[src/rtl/rtc_control_module.sv]
// DS1302 sequencer: writes WP/hour/min/sec once, then reads sec/min/hour every REFRESH_CNT cycles.
// Each command is held until func_done_sig and followed by an idle gap that lasts until done drops.
module rtc_control_module #(
    parameter logic [7:0]  INIT_SEC    = 8'h00,
    parameter logic [7:0]  INIT_MIN    = 8'h00,
    parameter logic [7:0]  INIT_HOUR   = 8'h12,
    parameter logic [31:0] REFRESH_CNT = 32'd1_000_000
) (
    input  logic       CLK,
    input  logic       RSTn,
    output logic [1:0] func_start_sig,
    output logic [7:0] words_addr,
    output logic [7:0] write_data,
    input  logic [7:0] read_data,
    input  logic       func_done_sig,
    output logic [7:0] sec_bcd,
    output logic [7:0] min_bcd,
    output logic [7:0] hour_bcd,
    output logic       time_valid,
    output logic       init_done
);

    typedef enum logic [3:0] {
        S_W_WP, S_W_HOUR, S_W_MIN, S_W_SEC, S_WAIT, S_R_SEC, S_R_MIN, S_R_HOUR, S_UPD
    } state_t;

    state_t      state_q, state_d;
    logic [1:0]  start_q, start_d;
    logic [7:0]  addr_q, addr_d;
    logic [7:0]  data_q, data_d;
    logic [31:0] cnt_q, cnt_d;
    logic [7:0]  sec_q, sec_d, min_q, min_d, hour_q, hour_d;
    logic        init_q, init_d;

    logic [1:0]  cmd_start;
    logic [7:0]  cmd_addr;
    logic [7:0]  cmd_data;
    logic        unused_rd7;

    assign unused_rd7 = read_data[7];

    always_comb begin
        cmd_start = 2'b10;
        cmd_addr  = 8'h00;
        cmd_data  = 8'h00;
        case (state_q)
            S_W_WP:   begin cmd_addr = 8'h8E; cmd_data = 8'h00; end
            S_W_HOUR: begin cmd_addr = 8'h84; cmd_data = INIT_HOUR; end
            S_W_MIN:  begin cmd_addr = 8'h82; cmd_data = INIT_MIN; end
            S_W_SEC:  begin cmd_addr = 8'h80; cmd_data = {1'b0, INIT_SEC[6:0]}; end
            S_R_SEC:  begin cmd_start = 2'b01; cmd_addr = 8'h81; end
            S_R_MIN:  begin cmd_start = 2'b01; cmd_addr = 8'h83; end
            S_R_HOUR: begin cmd_start = 2'b01; cmd_addr = 8'h85; end
            default:  cmd_start = 2'b00;
        endcase
    end

    always_comb begin
        state_d = state_q;
        start_d = start_q;
        addr_d  = addr_q;
        data_d  = data_q;
        cnt_d   = cnt_q;
        sec_d   = sec_q;
        min_d   = min_q;
        hour_d  = hour_q;
        init_d  = init_q;
        case (state_q)
            S_WAIT: begin
                // Issue the first read directly on exit so the gap from UPD is REFRESH_CNT+1.
                if (cnt_q == REFRESH_CNT - 32'd1) begin
                    state_d = S_R_SEC;
                    start_d = 2'b01;
                    addr_d  = 8'h81;
                    data_d  = 8'h00;
                end else begin
                    cnt_d = cnt_q + 32'd1;
                end
            end
            S_UPD: begin
                state_d = S_WAIT;
                cnt_d   = 32'd0;
            end
            S_W_WP, S_W_HOUR, S_W_MIN, S_W_SEC, S_R_SEC, S_R_MIN, S_R_HOUR: begin
                if (start_q == 2'b00) begin
                    // A done still held from the previous command extends the idle gap.
                    if (!func_done_sig) begin
                        start_d = cmd_start;
                        addr_d  = cmd_addr;
                        data_d  = cmd_data;
                    end
                end else if (func_done_sig) begin
                    start_d = 2'b00;
                    state_d = state_t'(state_q + 4'd1);
                    case (state_q)
                        S_W_SEC: begin
                            init_d = 1'b1;
                            cnt_d  = 32'd0;
                        end
                        S_R_SEC:  sec_d  = {1'b0, read_data[6:0]};
                        S_R_MIN:  min_d  = {1'b0, read_data[6:0]};
                        S_R_HOUR: hour_d = {2'b00, read_data[5:0]};
                        default:  ;
                    endcase
                end
            end
            default: begin
                state_d = S_W_WP;
                start_d = 2'b00;
            end
        endcase
    end

    always_ff @(posedge CLK or negedge RSTn) begin
        if (!RSTn) begin
            state_q <= S_W_WP;
            start_q <= 2'b00;
            addr_q  <= 8'h00;
            data_q  <= 8'h00;
            cnt_q   <= 32'd0;
            sec_q   <= 8'h00;
            min_q   <= 8'h00;
            hour_q  <= 8'h00;
            init_q  <= 1'b0;
        end else begin
            state_q <= state_d;
            start_q <= start_d;
            addr_q  <= addr_d;
            data_q  <= data_d;
            cnt_q   <= cnt_d;
            sec_q   <= sec_d;
            min_q   <= min_d;
            hour_q  <= hour_d;
            init_q  <= init_d;
        end
    end

    assign func_start_sig = start_q;
    assign words_addr     = addr_q;
    assign write_data     = data_q;
    assign sec_bcd        = sec_q;
    assign min_bcd        = min_q;
    assign hour_bcd       = hour_q;
    assign time_valid     = (state_q == S_UPD);
    assign init_done      = init_q;

endmodule
[config.mk]
export PLATFORM = sky130hd
export DESIGN_NAME = rtc_control_module
export DESIGN_NICKNAME = d
export VERILOG_FILES = /design/src/rtl/rtc_control_module.sv
export SDC_FILE = /design/constraint.sdc
export NUM_CORES = 1
export LEC_CHECK = 0
export CORE_ASPECT_RATIO = 0.8
export CORE_MARGIN = 2
export CORE_UTILIZATION = 35
export DETAILED_ROUTE_END_ITERATION = 6
export GPL_ROUTABILITY_DRIVEN = 1
export HOLD_SLACK_MARGIN = 0.02
export REMOVE_ABC_BUFFERS = 1
export SYNTH_ARGS = -nofsm -noshare
export SYNTH_HDL_FRONTEND = slang
export SYNTH_SLANG_ARGS = --single-unit
[constraint.sdc]
create_clock -name CLK -period 4.28 [get_ports CLK]
set_input_delay 0.856 -clock CLK [delete_from_list [all_inputs] [get_ports CLK]]
set_output_delay 0.856 -clock CLK [all_outputs]
set_load 0.1 [all_outputs]
==> results.txt <==
Area contributors post-synth - dfrtp_1, mux2_2, a31oi_1
Remaining DRCs - 0
Initial DRC Count - 248
Max transition margin - 21.21%
CTS Buffer Depth - 2
Most frequent cells in the layout - dfrtp_1, clkdlybuf4s50_1, o21ai_0, nor2_1, nand2_1
Io pins - 55
Die area - 11,110 um^2
# rows - 33
Worst-path cell chain - inv_1, ha_1, or3_1, nor2_1, buf_4, nor3_2, buf_4, nor2_1, a31oi_1
Setup violators final - 0
Crit path max fanout - 22
Hold_buf cts - 0
CTS Root Cell - clkbuf_16
Die W - 117.3 um
Total Wirelength - 9.341 mm
Largest net degree at the start of global routing - 37
Chip height - 94.66 um
Worst Skew - 0.007031 ns
Nets@finish - 419
Fmax - 340.7 MHz
H-tree Lvls - 3
CP arrival - 3.11 ns
TritonCTS clock tree - yes
Placed cell area - 4060 um^2
Share of cells above drive strength 1 - 13.73%
Final period util - 68.58%
Worst IR Drop VDD - 0.5120 mV
Post-DP HPWL - 6.322 mm
Final hold violation count - 0
Top cell type's share of synthesized area - 45.23%
Yosys top cell by area - dfrtp_1
Synth Cell Area - 3596 um^2
Critical Path Source Type - flop
Initial DRT Pass Iterations - 4
All-Layer GR Usage - 17.59%
Area of the core - 10,120 um^2
Critical path buffers and inverters - 3
Synth cell types - 54
Final instance area - 4357 um^2
Worst hold path class - flop to flop
CTS Sinks - 65
Worst slew pin tran - 1.174 ns
WS Path Type - flop to flop
Area growth syn-to-layout - 21.16%
Max stage delay on crit path - 0.74 ns
Post-synthesis register bit count - 65
Fraction of registers with async set/reset - 100.0%
Post-synth EDFFs - 0
Worst Setup End Kind - flop
Leak pwr - 1.793 nW
CP required - 4.45 ns
CTS resizes - 0
TritonCTS Buffers - 9
CTS clk-pin slew, worst paths - 0.06 ns
Mean Syn Cell Area - 9.772 um^2
Routed vias - 3,099
Most common cell after layout, fill and taps aside - dfrtp_1
Post-DRT Antenna Nets - 0
CP max-delay cell - nor2_1
Top_reg_cell synth - dfrtp_1
Pwr/cell area - 878.6 nW/um^2
Vias in the first global route - 2,977
TNS Setup - 0 ns
Synth Warn # - 0
# diodes - 0
GR Overflow Total - 0
Antenna violations before repair - 0
Latest clock arrival within the worst-skew pair - 0.34 ns
Port Buf Inserts - 40
Seq/Total Area, Yosys - 45.23%
Starting Density - 35.55%
CP top delay family - simple AND/OR/NAND/NOR gates
Setup bufs post-CTS - 0
RSZ-0062 raised after global routing - false
Min cycle time layout - 2.935 ns
Final Max Tran Viols - 0
MaxCap Viol Count - 0
RD Place Congestion - 0.8513
Drt wl/cell - 17.05 um
First-pass GRT wire length - 15.41 mm
Status - finished clean
Mapped Cells - 368
Vias per cell - 5.655
## state kept, by name (all words and copies together), names as in the netlist
name            count
write_data          1
cnt_q              32
min_bcd             7
state_q             4
func_start_sig      2
words_addr          5
hour_bcd            6
sec_bcd             7
init_done           1
## worst paths after layout
kind	startpoint	to	slack, ns	cells after the start
setup reg to reg	state_q[1]$_DFFE_PN0P_	cnt_q[18]$_DFFE_PN0P_	1.34	9
hold reg to reg	init_done$_DFFE_PN0P_	init_done$_DFFE_PN0P_	0.49	1
setup / recovery	state_q[1]$_DFFE_PN0P_	cnt_q[18]$_DFFE_PN0P_	1.34	9
min in group asynchronous	RSTn	cnt_q[1]$_DFFE_PN0P_	0.63	1
max in group asynchronous	RSTn	sec_bcd[6]$_DFFE_PN0P_	2.75	2
hold / removal	init_done$_DFFE_PN0P_	init_done$_DFFE_PN0P_	0.49	1
## cells in the mapped netlist (3+ instances only)
master and instances:
and3_1 10, nand3_1 21, and2_1 3, nand2_1 22
nand2b_1 6, ha_1 5, dfrtp_1 65, or3_1 3
mux2_4 4, buf_2 3, o41ai_1 6, and4_1 4
a41oi_1 3, nor4_1 7, mux2_2 21, nor2_1 22
o31ai_1 15, inv_1 6, o21ai_0 23, nand4_1 10
buf_4 14, or2_2 3, a31oi_1 20, clkbuf_1 13
nor3_1 14, a21oi_1 13
## power by group
| group | internal [mW] | switching, mW | leakage, nW |
|---|---|---|---|
| sequential | 0.861 | 0.311 | 0.834 |
| combinational | 0.578 | 1.34 | 0.810 |
| clock | 0.450 | 0.290 | 0.149 |
## layer usage
| layer | vias to the layer above | share of wire, % | track usage (%) |
|---|---|---|---|
| met5 | - | 0 | 0 |
| met4 | 0 | 1.3 | 6.225 |
| met3 | 12 | 5.0 | 4.529 |
| met2 | 113 | 44 | 26.95 |
| met1 | 1531 | 49 | 24.27 |
| li1 | 1443 | - | - |
## worst reg2reg max path, stage by stage (launching register included)
cell,delay [ns]
dfrtp_1,0.42
inv_1,0.09
ha_1,0.24
or3_1,0.48
nor2_1,0.14
buf_4,0.21
nor3_2,0.05
buf_4,0.21
nor2_1,0.75
a31oi_1,0.19
## cells by family after synthesis
kind of cell,after synthesis,synth area share [%]
buffers and inverters,38,5.741
AND/OR/NAND/NOR,135,20.81
XOR/XNOR,1,0.2436
multiplexers,27,8.803
adder cells (fa/ha/maj),5,1.740
flip-flops,65,45.23
other,1,0.1043
AO/OA/AOI/OAI,96,17.33
## cell type report
class / instances / area, um^2
timing repair buffer: 44 / 422.9
sequential: 65 / 1627
clock inverter: 7 / 71.32
clock buffer: 9 / 225.2
inverter: 6 / 22.52
fill: 979 / 5759
multi-input combinational: 277 / 1813
tap: 140 / 175.2
## through the flow
step / utilization [%] / total power, mW / hold slack [ns] / setup slack (ns) / cells
finish: 43.07 / 3.828 / 0.4923 / 1.345 / 548
global route: 43.07 / 4.041 / 0.5096 / 1.142 / 548
CTS: 43.07 / 3.838 / 0.4983 / 1.344 / 548
detailed placement: 40.14 / 3.081 / 0.4726 / 1.204 / 532
global placement: 40.14 / 3.042 / 0.4711 / 1.277 / 532
floorplan: - / 2.569 / 0.4695 / 0.5869 / 348
(Power assumes the default switching activity.)
